File: config.mk
export PLATFORM = sky130hd
export DESIGN_NAME = led_pattern_ctrl
export DESIGN_NICKNAME = d
export VERILOG_FILES = /design/src/rtl/led_pattern_ctrl_pkg.sv /design/src/rtl/led_pattern_ctrl_tick_gen.sv /design/src/rtl/led_pattern_ctrl.sv
export SDC_FILE = /design/constraint.sdc
export NUM_CORES = 1
export LEC_CHECK = 0
export ABC_AREA = 1
export ABC_CLOCK_PERIOD_IN_PS = 2900
export CAP_MARGIN = 20
export CORE_MARGIN = 2
export CORE_UTILIZATION = 45
export CTS_CLUSTER_DIAMETER = 200
export DETAILED_ROUTE_END_ITERATION = 12
export PLACE_DENSITY_LB_ADDON = 0.2
export RECOVER_POWER = 100
export SETUP_SLACK_MARGIN = 0.05
export SLEW_MARGIN = 20
export SYNTH_ARGS = -nofsm -noshare
export SYNTH_HDL_FRONTEND = slang
export SYNTH_HIERARCHICAL = 1
export SYNTH_SLANG_ARGS = --single-unit
File: constraint.sdc
create_clock -name clk -period 2.9 [get_ports clk]
set_input_delay 0.29 -clock clk [delete_from_list [all_inputs] [get_ports clk]]
set_output_delay 0.29 -clock clk [all_outputs]
set_load 0.1 [all_outputs]
File: src/rtl/led_pattern_ctrl_pkg.sv
// Shared encodings and constants for the LED pattern controller.
package led_pkg;

    typedef enum logic [1:0] {
        MODE_OFF    = 2'b00,
        MODE_BLINK  = 2'b01,
        MODE_CHASE  = 2'b10,
        MODE_BOUNCE = 2'b11
    } mode_t;

    typedef enum logic {
        DIR_LEFT  = 1'b0,
        DIR_RIGHT = 1'b1
    } dir_t;

    localparam logic [7:0] PAT_OFF          = 8'h00;
    localparam logic [7:0] PAT_BLINK_START  = 8'hFF;
    localparam logic [7:0] PAT_ONEHOT_START = 8'h01;

    // Switch bit positions
    localparam int unsigned SW_MODE_LSB = 0;
    localparam int unsigned SW_MODE_MSB = 1;
    localparam int unsigned SW_SPD_LSB  = 2;
    localparam int unsigned SW_SPD_MSB  = 3;
    localparam int unsigned SW_INV      = 4;
    localparam int unsigned SW_PAUSE    = 5;

    // Pattern loaded when a mode is entered
    function automatic logic [7:0] mode_start(input mode_t m);
        case (m)
            MODE_BLINK:  return PAT_BLINK_START;
            MODE_CHASE:  return PAT_ONEHOT_START;
            MODE_BOUNCE: return PAT_ONEHOT_START;
            default:     return PAT_OFF;
        endcase
    endfunction

endpackage

File: src/rtl/led_pattern_ctrl_tick_gen.sv
// Tick scheduler: down-counter that pulses once per 2^(BASE_LOG2 - spd) cycles.
module led_tick_gen #(
    parameter int unsigned BASE_LOG2 = 25,
    parameter int unsigned CNT_W     = 26
) (
    input  logic       clk,
    input  logic       rst,
    input  logic [1:0] i_spd,
    output logic       o_tick
);

    localparam logic [CNT_W-1:0] ONE       = CNT_W'(1);
    localparam logic [CNT_W-1:0] CNT_RESET = (ONE << BASE_LOG2) - ONE;

    logic [CNT_W-1:0] r_cnt;
    logic             r_tick;
    logic [CNT_W-1:0] w_reload;

    // Reload value sampled from the current speed only when the counter expires
    assign w_reload = (ONE << (BASE_LOG2 - 32'(i_spd))) - ONE;

    // Count down; pulse and reload on zero
    always_ff @(posedge clk or posedge rst) begin
        if (rst) begin
            r_cnt  <= CNT_RESET;
            r_tick <= 1'b0;
        end else if (r_cnt == '0) begin
            r_cnt  <= w_reload;
            r_tick <= 1'b1;
        end else begin
            r_cnt  <= r_cnt - ONE;
            r_tick <= 1'b0;
        end
    end

    assign o_tick = r_tick;

endmodule

File: src/rtl/led_pattern_ctrl.sv
// LED bank sequencer: switch synchroniser, mode/pattern state machine, output register.
module led_pattern_ctrl
    import led_pkg::*;
#(
    parameter int unsigned BASE_LOG2 = 25,
    parameter int unsigned CNT_W     = 26
) (
    input  logic       clk,
    input  logic       rst,
    input  logic [7:0] sw,
    output logic [7:0] LED,
    output logic       tick
);

    logic [7:0] r_sw_meta;
    logic [7:0] r_sw_s;
    mode_t      r_mode;
    dir_t       r_dir;
    logic [7:0] r_pat;
    logic [7:0] r_led;
    logic       w_tick;
    mode_t      w_sw_mode;
    logic       w_unused_rsvd;

    assign w_sw_mode     = mode_t'(r_sw_s[SW_MODE_MSB:SW_MODE_LSB]);
    assign w_unused_rsvd = ^r_sw_s[7:6];

    // Two-flop synchroniser for the switch bank
    always_ff @(posedge clk or posedge rst) begin
        if (rst) begin
            r_sw_meta <= '0;
            r_sw_s    <= '0;
        end else begin
            r_sw_meta <= sw;
            r_sw_s    <= r_sw_meta;
        end
    end

    led_tick_gen #(
        .BASE_LOG2 (BASE_LOG2),
        .CNT_W     (CNT_W)
    ) u_tick_gen (
        .clk    (clk),
        .rst    (rst),
        .i_spd  (r_sw_s[SW_SPD_MSB:SW_SPD_LSB]),
        .o_tick (w_tick)
    );

    // Pattern state machine: on each tick either enter a new mode or advance the pattern
    always_ff @(posedge clk or posedge rst) begin
        if (rst) begin
            r_mode <= MODE_OFF;
            r_dir  <= DIR_LEFT;
            r_pat  <= PAT_OFF;
        end else if (w_tick) begin
            if (w_sw_mode != r_mode) begin
                r_mode <= w_sw_mode;
                r_dir  <= DIR_LEFT;
                r_pat  <= mode_start(w_sw_mode);
            end else if (!r_sw_s[SW_PAUSE]) begin
                case (r_mode)
                    MODE_OFF:   r_pat <= PAT_OFF;
                    MODE_BLINK: r_pat <= ~r_pat;
                    MODE_CHASE: r_pat <= {r_pat[6:0], r_pat[7]};
                    MODE_BOUNCE: begin
                        // Flip direction as the end value is loaded so it shows for one step only
                        if (r_dir == DIR_LEFT) begin
                            r_pat <= r_pat << 1;
                            if (r_pat == 8'h40) r_dir <= DIR_RIGHT;
                        end else begin
                            r_pat <= r_pat >> 1;
                            if (r_pat == 8'h02) r_dir <= DIR_LEFT;
                        end
                    end
                    default:    r_pat <= PAT_OFF;
                endcase
            end
        end
    end

    // Output register with optional inversion
    always_ff @(posedge clk or posedge rst) begin
        if (rst) begin
            r_led <= '0;
        end else begin
            r_led <= r_pat ^ {8{r_sw_s[SW_INV]}};
        end
    end

    assign LED  = r_led;
    assign tick = w_tick;

endmodule

==> results of run 1 <==
power by group through the flow:
stage	clock network [W]	logic (W)	registers [W]
after global routing	0.000860	0.000235	0.000879
after global placement	0	0.000236	0.000889
after floorplan	0	0.0000923	0.000980
after detailed placement	0	0.000238	0.000889
after CTS	0.000826	0.000239	0.000875
final	0.000794	0.000216	0.000874
cells by family after synthesis:
| logic type | after synthesis |
|---|---|
| buffers and inverters | 62 |
| AND/OR/NAND/NOR | 197 |
| AO/OA/AOI/OAI | 9 |
| XOR/XNOR | 27 |
| flip-flops | 58 |
| adder cells (fa/ha/maj) | 1 |
routing by layer:
layer | vias to the layer above | GRT usage, %
li1 | 1116 | -
met1 | 1010 | 18.92
met2 | 37 | 28.33
met3 | 9 | 5.714
met4 | 0 | 5.966
met5 | - | 0
per-stage QoR:
step                power [W]  hold WS [ns]  instance area, um2  instances
detailed placement   0.001127        0.3355                3248        442
global route         0.001974        0.3562                3349        458
global placement     0.001125        0.3321                3248        442
floorplan            0.001073        0.3214                3049        354
finish               0.001884        0.3409                3349        458
CTS                  0.001940        0.3467                3465        458
registers in the layout (all words and copies together) (netlist names):
name / cells
u_tick_gen/r_cnt: 26
LED: 8
r_pat: 8
r_sw_meta: 6
r_sw_s: 6
r_mode: 2
r_dir: 1
u_tick_gen/o_tick: 1
how the worst max path moves through the flow:
stage / from / to / slack, ns / cells past startpoint
floorplan: u_tick_gen/o_tick / r_pat[4] / 1.13 / 5
global placement: u_tick_gen/r_cnt[1] / u_tick_gen/r_cnt[24] / 1.19 / 12
detailed placement: u_tick_gen/r_cnt[1] / u_tick_gen/r_cnt[24] / 1.18 / 12
CTS: u_tick_gen/r_cnt[1] / u_tick_gen/r_cnt[18] / 1.17 / 10
global route: r_mode[1] / r_pat[1] / 0.54 / 8
finish: r_mode[1] / r_pat[1] / 0.79 / 8
layout make-up:
type | instances | area share (%)
well taps | 77 | 2.876
clock inverters | 1 | 0.8965
flip-flops and latches | 58 | 44.27
repair buffers | 18 | 3.325
multi-input cells | 234 | 36.72
inverters | 55 | 6.350
clock buffers | 15 | 5.566
worst max-delay path: cells and delay by family, from the launching register on:
kind                   cells  cell delay, ns
buffers and inverters      1            0.29
flip-flops                 1            0.64
AND/OR/NAND/NOR            7            1.08
cells in the final DEF, fill, tap and decap left out, types with 3 or more instances in the layout:
| master | instances |
|---|---|
| clkbuf_1 | 13 |
| clkbuf_8 | 13 |
| dfrtp_1 | 33 |
| dfstp_1 | 3 |
| dfstp_2 | 22 |
| dlygate4sd3_1 | 7 |
| inv_1 | 45 |
| inv_2 | 6 |
| nand2_1 | 64 |
| nand2_2 | 6 |
| nand3_1 | 28 |
| nand3_2 | 4 |
| nand4_1 | 4 |
| nor2_1 | 67 |
| nor2_2 | 9 |
| nor3_1 | 3 |
| o21ai_0 | 7 |
| xnor2_1 | 3 |
| xor2_1 | 24 |
==> flow_summary.json, run 1 <==
{
  "arrival_ns": 2.37,
  "syn_area_um2": 3049,
  "seq_area_um2": 1483,
  "reg2reg_slack_ns": 0.79,
  "worstSetupPathType": "flop to flop",
  "ys_async_sr_fraction_pct": 100.0,
  "tns_ns": 0,
  "synth-xor-area-share_pct": 7.755,
  "grt_usage_pct": 16.42,
  "io_pins": 19,
  "cts_sinks": 58,
  "pwr-share-comb_pct": 11.5,
  "synth_top_family_by_area": "simple AND/OR/NAND/NOR gates",
  "synth_cells": 354,
  "holdBufCountCts": 0,
  "worstMarginPinSlew_ns": 1.597,
  "hold_end": "r_sw_s[0]",
  "syn_nets": 365,
  "r2r_end": "r_pat[1]",
  "reg2reg_depth": 8,
  "crit_chain": "inv_1, nand2_1, nand2_1, nand2_8, nand2_1, nand2_1, nor2_1, nor2_1",
  "wl_mm": 5.208,
  "synth_cell_types": 34,
  "area_delta_synth_final_pct": 9.848,
  "fmax_mhz": 473.8,
  "ant_nets": 0,
  "avgViaCountPerCell": 4.742,
  "route.met3.wl_um": 221,
  "skew_ns": 0.005945,
  "rsz0062_at_grt": "false",
  "slew_headroom_pct": -6.471,
  "portBuffers": 16,
  "crit_fanout": 11,
  "postSynthAreaPerCell_um2": 8.613,
  "synth.largest_area_cell": "dfrtp_1",
  "worstPathRequired_ns": 3.16,
  "slowest_delay_ns": 0.64,
  "dr.pass1.iters": 4,
  "p_leak_nw": 1.546,
  "finalHoldViolations": 0,
  "peakVddDrop_mv": 0.3183,
  "powerDensity_nw_per_um2": 562.5,
  "violations": "max-capacitance violations, max-slew violations",
  "r2r-start": "r_mode[1]",
  "highest_layer": "met4",
  "synth.area.top_cells": "dfrtp_1, dfstp_2, nor2_1",
  "cts_setup_buffers": 0,
  "routabilityCongestion": 0.8158,
  "grt_overflow": 0,
  "power_switching_w": 0.0005053,
  "via_count": 2172,
  "diodes": 0,
  "internal_power_w": 0.001379,
  "cts-buffers-inserted": 9,
  "finalNetCount": 387,
  "synthMuxAreaShare_pct": 0,
  "maxCapViolCount": 1,
  "min_period_ns": 2.111,
  "clock_latency_ns": 0.33,
  "die_x_um": 86.32,
  "yosysTopAreaCellShare_pct": 27.08,
  "synth.most_common_cell": "nor2_1",
  "cp-start-kind": "flop",
  "fin_crit_sh_pct": 72.78,
  "wl_met1_mm": 2.331,
  "dp_hpwl_mm": 3.712,
  "post_cts_resized": 0,
  "std_cell_rows": 29,
  "grt_pass1_wl_mm": 9.611,
  "htreeDepth": 3,
  "fillers": 616,
  "setup_viol_count_final": 0,
  "slew_violations": 32,
  "synth-edff-count": 0,
  "hold_start": "r_sw_meta[0]",
  "swShare_pct": 26.82,
  "yosys.area_share.simple_pct": 32.95,
  "wl_per_cell_um": 11.37,
  "die_area_um2": 7450,
  "initial_core_util_pct": 47.21,
  "worstHoldPathCells": 0,
  "cts.clk_slew.worst_paths_ns": 0.07,
  "cts_buffer_depth": 2,
  "grt_pass1_vias": 2203,
  "synth_warnings": 6,
  "antenna_found_initial": 0,
  "fin_util_pct": 51.86,
  "hold_path.class": "flop to flop",
  "ys_ff_latch": 58,
  "p_clk_share_pct": 42.1,
  "status": "finished, violations left",
  "seqPwrFrac_pct": 46.4,
  "drive_above_1_share_pct": 18.90,
  "cts_root_buffer": "clkbuf_8",
  "synthFlopType": "dfrtp_1",
  "path_common_cell": "nand2_1",
  "drc": 0,
  "drtIter0Drc": 52,
  "slowest_stage": "dfrtp_1",
  "synth_fa_ha_area_share_pct": 0.4103,
  "wl_met2_mm": 2.575,
  "worstSetupEndpointType": "flop",
  "ys_seq_area_share_pct": 48.63,
  "setup_ws_ns": 0.7893,
  "grt_max_degree": 32,
  "pre_cts_slack_ns": 1.181,
  "core_um2": 6459,
  "die_y_um": 86.32,
  "ys_top_cells_by_count": "nor2_1, nand2_1, inv_1, dfrtp_1, nand3_1",
  "cts_tree": "done",
  "synth_compound_area_share_pct": 1.641,
  "multi_input_area_um2": 1230
}
Note: power is estimated with default switching activity, not from simulation.
==> run 2: changes to the inputs <==
ABC_CLOCK_PERIOD_IN_PS = 1950   (was 2900)
clock period = 1.95 ns   (was 2.9 ns; I/O delays follow)
==> flow_summary.json, run 2 (synthesis results as in run 1) <==
{
  "status": "complete, no violations",
  "maxCapViolCount": 0,
  "worstSetupEndpointType": "flop",
  "via_count": 2138,
  "final_common_cell": "nor2_1",
  "ant_nets": 0,
  "multi_input_area_um2": 1245,
  "setup_ws_ns": 0.2281,
  "place_inst": 444,
  "dr.pass1.iters": 4,
  "die_x_um": 86.32,
  "cp-start-kind": "flop",
  "setup_viol_count_final": 0,
  "grt_max_degree": 32,
  "grt_pass1_vias": 2168,
  "worstPathRequired_ns": 2.19,
  "cts_setup_buffers": 0,
  "fin_cells": 460,
  "slew_violations": 0,
  "p_total_w": 0.002868,
  "grt_overflow": 0,
  "diodes": 0,
  "htreeDepth": 3,
  "portBuffers": 16,
  "regMostFlops": "u_tick_gen/r_cnt",
  "cts_buffer_depth": 2,
  "rsz0062_at_grt": "false",
  "std_cell_rows": 29,
  "holdBufCountCts": 0,
  "area_delta_synth_final_pct": 11.37,
  "die_area_um2": 7450,
  "worstSetupPathType": "flop to flop",
  "io_pins": 19,
  "grt_pass1_wl_mm": 9.742,
  "pre_cts_slack_ns": 0.2473,
  "cts_tree": "done",
  "fmax_mhz": 580.8,
  "initial_core_util_pct": 47.21,
  "drive_above_1_share_pct": 22.98,
  "largest_reg_flops": 26,
  "drc": 0,
  "antenna_found_initial": 0,
  "arrival_ns": 1.96,
  "cts_sinks": 58,
  "min_period_ns": 1.722,
  "hold_path.class": "flop to flop",
  "skew_ns": 0.008781,
  "drtIter0Drc": 103,
  "fin_crit_sh_pct": 88.30,
  "routabilityCongestion": 0.8202,
  "wl_mm": 5.331,
  "final_cell_mix": "nor2_1, nand2_1, inv_1",
  "grt_usage_pct": 16.92,
  "clock_latency_ns": 0.34,
  "die_y_um": 86.32,
  "core_um2": 6459,
  "cts_root_buffer": "clkbuf_8",
  "post_cts_resized": 0,
  "wl_per_cell_um": 11.59,
  "hold_slack_ns": 0.3488,
  "seq_area_um2": 1483,
  "peakVddDrop_mv": 0.4418,
  "finalNetCount": 389,
  "tns_ns": 0,
  "finalHoldViolations": 0,
  "worstMarginPinSlew_ns": 1.389,
  "avgViaCountPerCell": 4.648,
  "crit_fanout": 10,
  "dp_hpwl_mm": 3.628,
  "powerDensity_nw_per_um2": 844.6,
  "cts.clk_slew.worst_paths_ns": 0.07,
  "p_leak_nw": 1.582,
  "fillers": 607,
  "slew_headroom_pct": 7.416,
  "cts-buffers-inserted": 9
}
run 2: cell types whose count changed in the layout (fill, tap and decap cells not counted), sizes merged:
cell,previous run,this run
bufinv,1,2
clkinvlp,1,3
clkdlybuf4s50,0,1
dlygate4sd3,7,6
clkbuf,26,23
buf,0,2
run 2: area by class of cell:
| class | count | share of cell area (%) |
|---|---|---|
| multi-input combinational | 234 | 36.66 |
| clock buffer | 12 | 4.274 |
| timing repair buffer | 20 | 4.090 |
| tap | 77 | 2.837 |
| clock inverter | 4 | 2.211 |
| sequential | 58 | 43.66 |
| inverter | 55 | 6.264 |
run 2: worst paths after layout:
| path | startpoint | endpoint | slack, ns | cells after the start |
|---|---|---|---|---|
| max reg2reg | r_mode[1] | r_pat[6] | 0.23 | 8 |
| min | r_sw_meta[2] | r_sw_s[2] | 0.35 | 0 |
| max in group asynchronous | rst | u_tick_gen/r_cnt[25] | 0.49 | 3 |
| min reg2reg | r_sw_meta[2] | r_sw_s[2] | 0.35 | 0 |
| max | r_mode[1] | r_pat[6] | 0.23 | 8 |
| min in group asynchronous | rst | r_sw_meta[4] | 0.40 | 3 |
run 2: power by group:
group	total, W	leakage [nW]	internal, W	switching, W
combinational	0.000336	0.819	0.0000728	0.000263
sequential	0.00129	0.661	0.00125	0.0000406
clock	0.00124	0.103	0.000755	0.000483
run 2: routing by layer:
layer  track usage (%)  wire (um)
met5                 0          0
met1             21.35       2556
met4             6.818         87
met3             6.000        201
met2             26.64       2486
run 2: worst max-delay path, stage by stage, from the launching register on:
cell     delay (ns)
dfrtp_1        0.41
inv_1          0.26
nand2_1        0.10
nand2_1        0.10
nand2_1        0.32
nand2_8        0.19
nand2_8        0.10
nor2_1         0.10
nor2_1         0.05
run 2: through the flow:
step / util, % / area, um2
finish: 52.58 / 3396
global placement: 50.72 / 3276
CTS: 54.13 / 3496
detailed placement: 50.72 / 3276
floorplan: - / 3049
global route: 52.58 / 3396
==> run 3: changes to the inputs <==
ABC_AREA = unset   (was 1)
CELL_PAD_IN_SITES_DETAIL_PLACEMENT = 1   (was unset)
CELL_PAD_IN_SITES_GLOBAL_PLACEMENT = 1   (was unset)
==> flow_summary.json, run 3 <==
{
  "status": "complete, no violations",
  "p_total_w": 0.002654,
  "synth-edff-count": 0,
  "fillers": 650,
  "via_count": 1998,
  "grt_pass1_wl_mm": 9.577,
  "syn_nets": 262,
  "p_leak_nw": 1.370,
  "path_common_cell": "or4_4",
  "cts_buffer_depth": 2,
  "ys_top_cells_by_count": "dfrtp_1, dfstp_2, xor2_1, nand2_1, nor2_1",
  "r2r_end": "u_tick_gen/r_cnt[22]",
  "worstSetupEndpointType": "flop",
  "arrival_ns": 2.18,
  "setup_ws_ns": 0.04047,
  "dp_hpwl_mm": 3.829,
  "ys_async_sr_fraction_pct": 100.0,
  "diodes": 0,
  "drtIter0Drc": 82,
  "hold_path.class": "flop to flop",
  "die_area_um2": 6645,
  "cts_root_buffer": "clkbuf_8",
  "ys_ff_latch": 58,
  "crit_path_end": "u_tick_gen/r_cnt[22]",
  "seq_area_um2": 1483,
  "worstMarginPinSlew_ns": 1.396,
  "core_um2": 5851,
  "cp-startpoint": "u_tick_gen/r_cnt[3]",
  "synth.most_common_cell": "dfrtp_1",
  "reg2reg_slack_ns": 0.04,
  "postSynthAreaPerCell_um2": 10.77,
  "grt_overflow": 0,
  "ant_nets": 0,
  "synth_cell_types": 50,
  "maxCapViolCount": 0,
  "peakVddDrop_mv": 0.5238,
  "synthFlopType": "dfrtp_1",
  "multi_input_area_um2": 1180,
  "crit_chain": "or4_4, or4_4, nor2_2, mux2i_1, o21ai_1",
  "fin_crit_sh_pct": 97.92,
  "place_inst": 348,
  "worstSetupPathType": "flop to flop",
  "rsz0062_at_grt": "true",
  "cp-start-kind": "flop",
  "power_switching_w": 0.0007486,
  "initial_core_util_pct": 46.21,
  "slowest_delay_ns": 0.61,
  "drive_above_1_share_pct": 28.33,
  "syn_area_um2": 2704,
  "cts_sinks": 58,
  "die_y_um": 81.52,
  "fin_cells": 368,
  "crit_fanout": 7,
  "setup_viol_count_final": 0,
  "swShare_pct": 28.21,
  "pwr-share-comb_pct": 12.5,
  "std_cell_rows": 28,
  "final_cell_mix": "dfrtp_1, dfstp_2, buf_4",
  "routabilityCongestion": 0.7433,
  "regMostFlops": "u_tick_gen/r_cnt",
  "synth.area.top_cells": "dfrtp_1, dfstp_2, xor2_1",
  "slew_headroom_pct": 6.921,
  "cts.clk_slew.worst_paths_ns": 0.06,
  "final_common_cell": "dfrtp_1",
  "antenna_found_initial": 0,
  "holdBufCountCts": 0,
  "io_pins": 19,
  "slowest_stage": "or4_4",
  "skew_ns": 0.005792,
  "area_delta_synth_final_pct": 20.82,
  "worstPathRequired_ns": 2.22,
  "finalNetCount": 299,
  "htreeDepth": 3,
  "reg2reg_depth": 5,
  "avgViaCountPerCell": 5.429,
  "internal_power_w": 0.001905,
  "die_x_um": 81.52,
  "cts_tree": "done",
  "pre_cts_slack_ns": 0.02969,
  "ys_seq_area_share_pct": 54.84,
  "synth_warnings": 6,
  "grt_pass1_vias": 2038,
  "slew_violations": 0,
  "cts-buffers-inserted": 9,
  "clock_latency_ns": 0.33,
  "place_area_um2": 3024,
  "final_area_um2": 3267,
  "r2r-start": "u_tick_gen/r_cnt[3]",
  "largest_reg_flops": 26,
  "grt_usage_pct": 19.39,
  "synth_cells": 251,
  "wl_per_cell_um": 15.93,
  "drc": 0,
  "wl_mm": 5.864,
  "seqPwrFrac_pct": 49.4,
  "fmax_mhz": 523.7,
  "portBuffers": 16,
  "powerDensity_nw_per_um2": 812.3,
  "fin_util_pct": 55.84,
  "dr.pass1.iters": 4,
  "min_period_ns": 1.910,
  "yosysTopAreaCellShare_pct": 30.54,
  "grt_max_degree": 32,
  "finalHoldViolations": 0,
  "p_clk_share_pct": 38.0,
  "synth.largest_area_cell": "dfrtp_1"
}
==> run 3: metal layers <==
layer,GRT usage (%),wire [um]
met1,26.26,2823
met2,29.34,2773
met3,4.286,188
met4,9.661,79
met5,0,0
==> run 3: repair_timing <==
item	in CTS	in global routing
cloned	0	0
resized for setup	4	5
pin swaps	1	6
hold endpoints to repair	0	0
setup endpoints to repair	4	8
buffers inserted	0	4
==> run 3: cell families after synthesis <==
logic type | Yosys count | synth area share, %
compound gates | 53 | 13.14
xor+xnor | 28 | 9.070
fa+ha+maj | 1 | 0.4627
buf+inv | 25 | 3.979
flops | 58 | 54.84
mux | 2 | 0.7867
simple gates | 84 | 17.72
==> run 3: worst max-delay path, delay by kind of cell, from the launching register on <==
family	cells	cell delay [ns]
flops	1	0.38
simple gates	3	1.26
mux	1	0.08
compound gates	1	0.13
==> run 3: power groups by stage <==
stage | registers, W | clock network (W) | logic [W]
after CTS | 0.00131 | 0.00104 | 0.000341
after detailed placement | 0.00133 | 0 | 0.000340
after global routing | 0.00132 | 0.00109 | 0.000355
after global placement | 0.00133 | 0 | 0.000336
after floorplan | 0.00147 | 0 | 0.000104
final | 0.00131 | 0.00101 | 0.000332
==> run 3: worst min-delay path by stage <==
stage | start | end | slack [ns] | cells after the start
after floorplan | rst | u_tick_gen/o_tick | 0.23 | 1
after global placement | r_sw_meta[1] | r_sw_s[1] | 0.33 | 0
after detailed placement | r_sw_meta[4] | r_sw_s[4] | 0.34 | 0
after CTS | sw[5] | r_sw_meta[5] | 0.29 | 1
after global routing | r_sw_meta[3] | r_sw_s[3] | 0.36 | 0
final | r_sw_meta[5] | r_sw_s[5] | 0.35 | 0
==> run 3: layout make-up <==
type	instances	share of cell area [%]
inverters	15	1.723
clock buffers	14	5.285
multi-input cells	168	36.12
clock inverters	2	0.3064
repair buffers	36	8.311
flip-flops and latches	58	45.38
well taps	75	2.872
==> run 3: metrics by stage <==
| step | hold WS, ns | setup TNS, ns |
|---|---|---|
| after global placement | 0.3328 | 0 |
| after CTS | 0.2875 | 0 |
| final | 0.3474 | 0 |
| after detailed placement | 0.3355 | 0 |
| after floorplan | 0.2264 | 0 |
| after global routing | 0.3615 | -0.2592 |
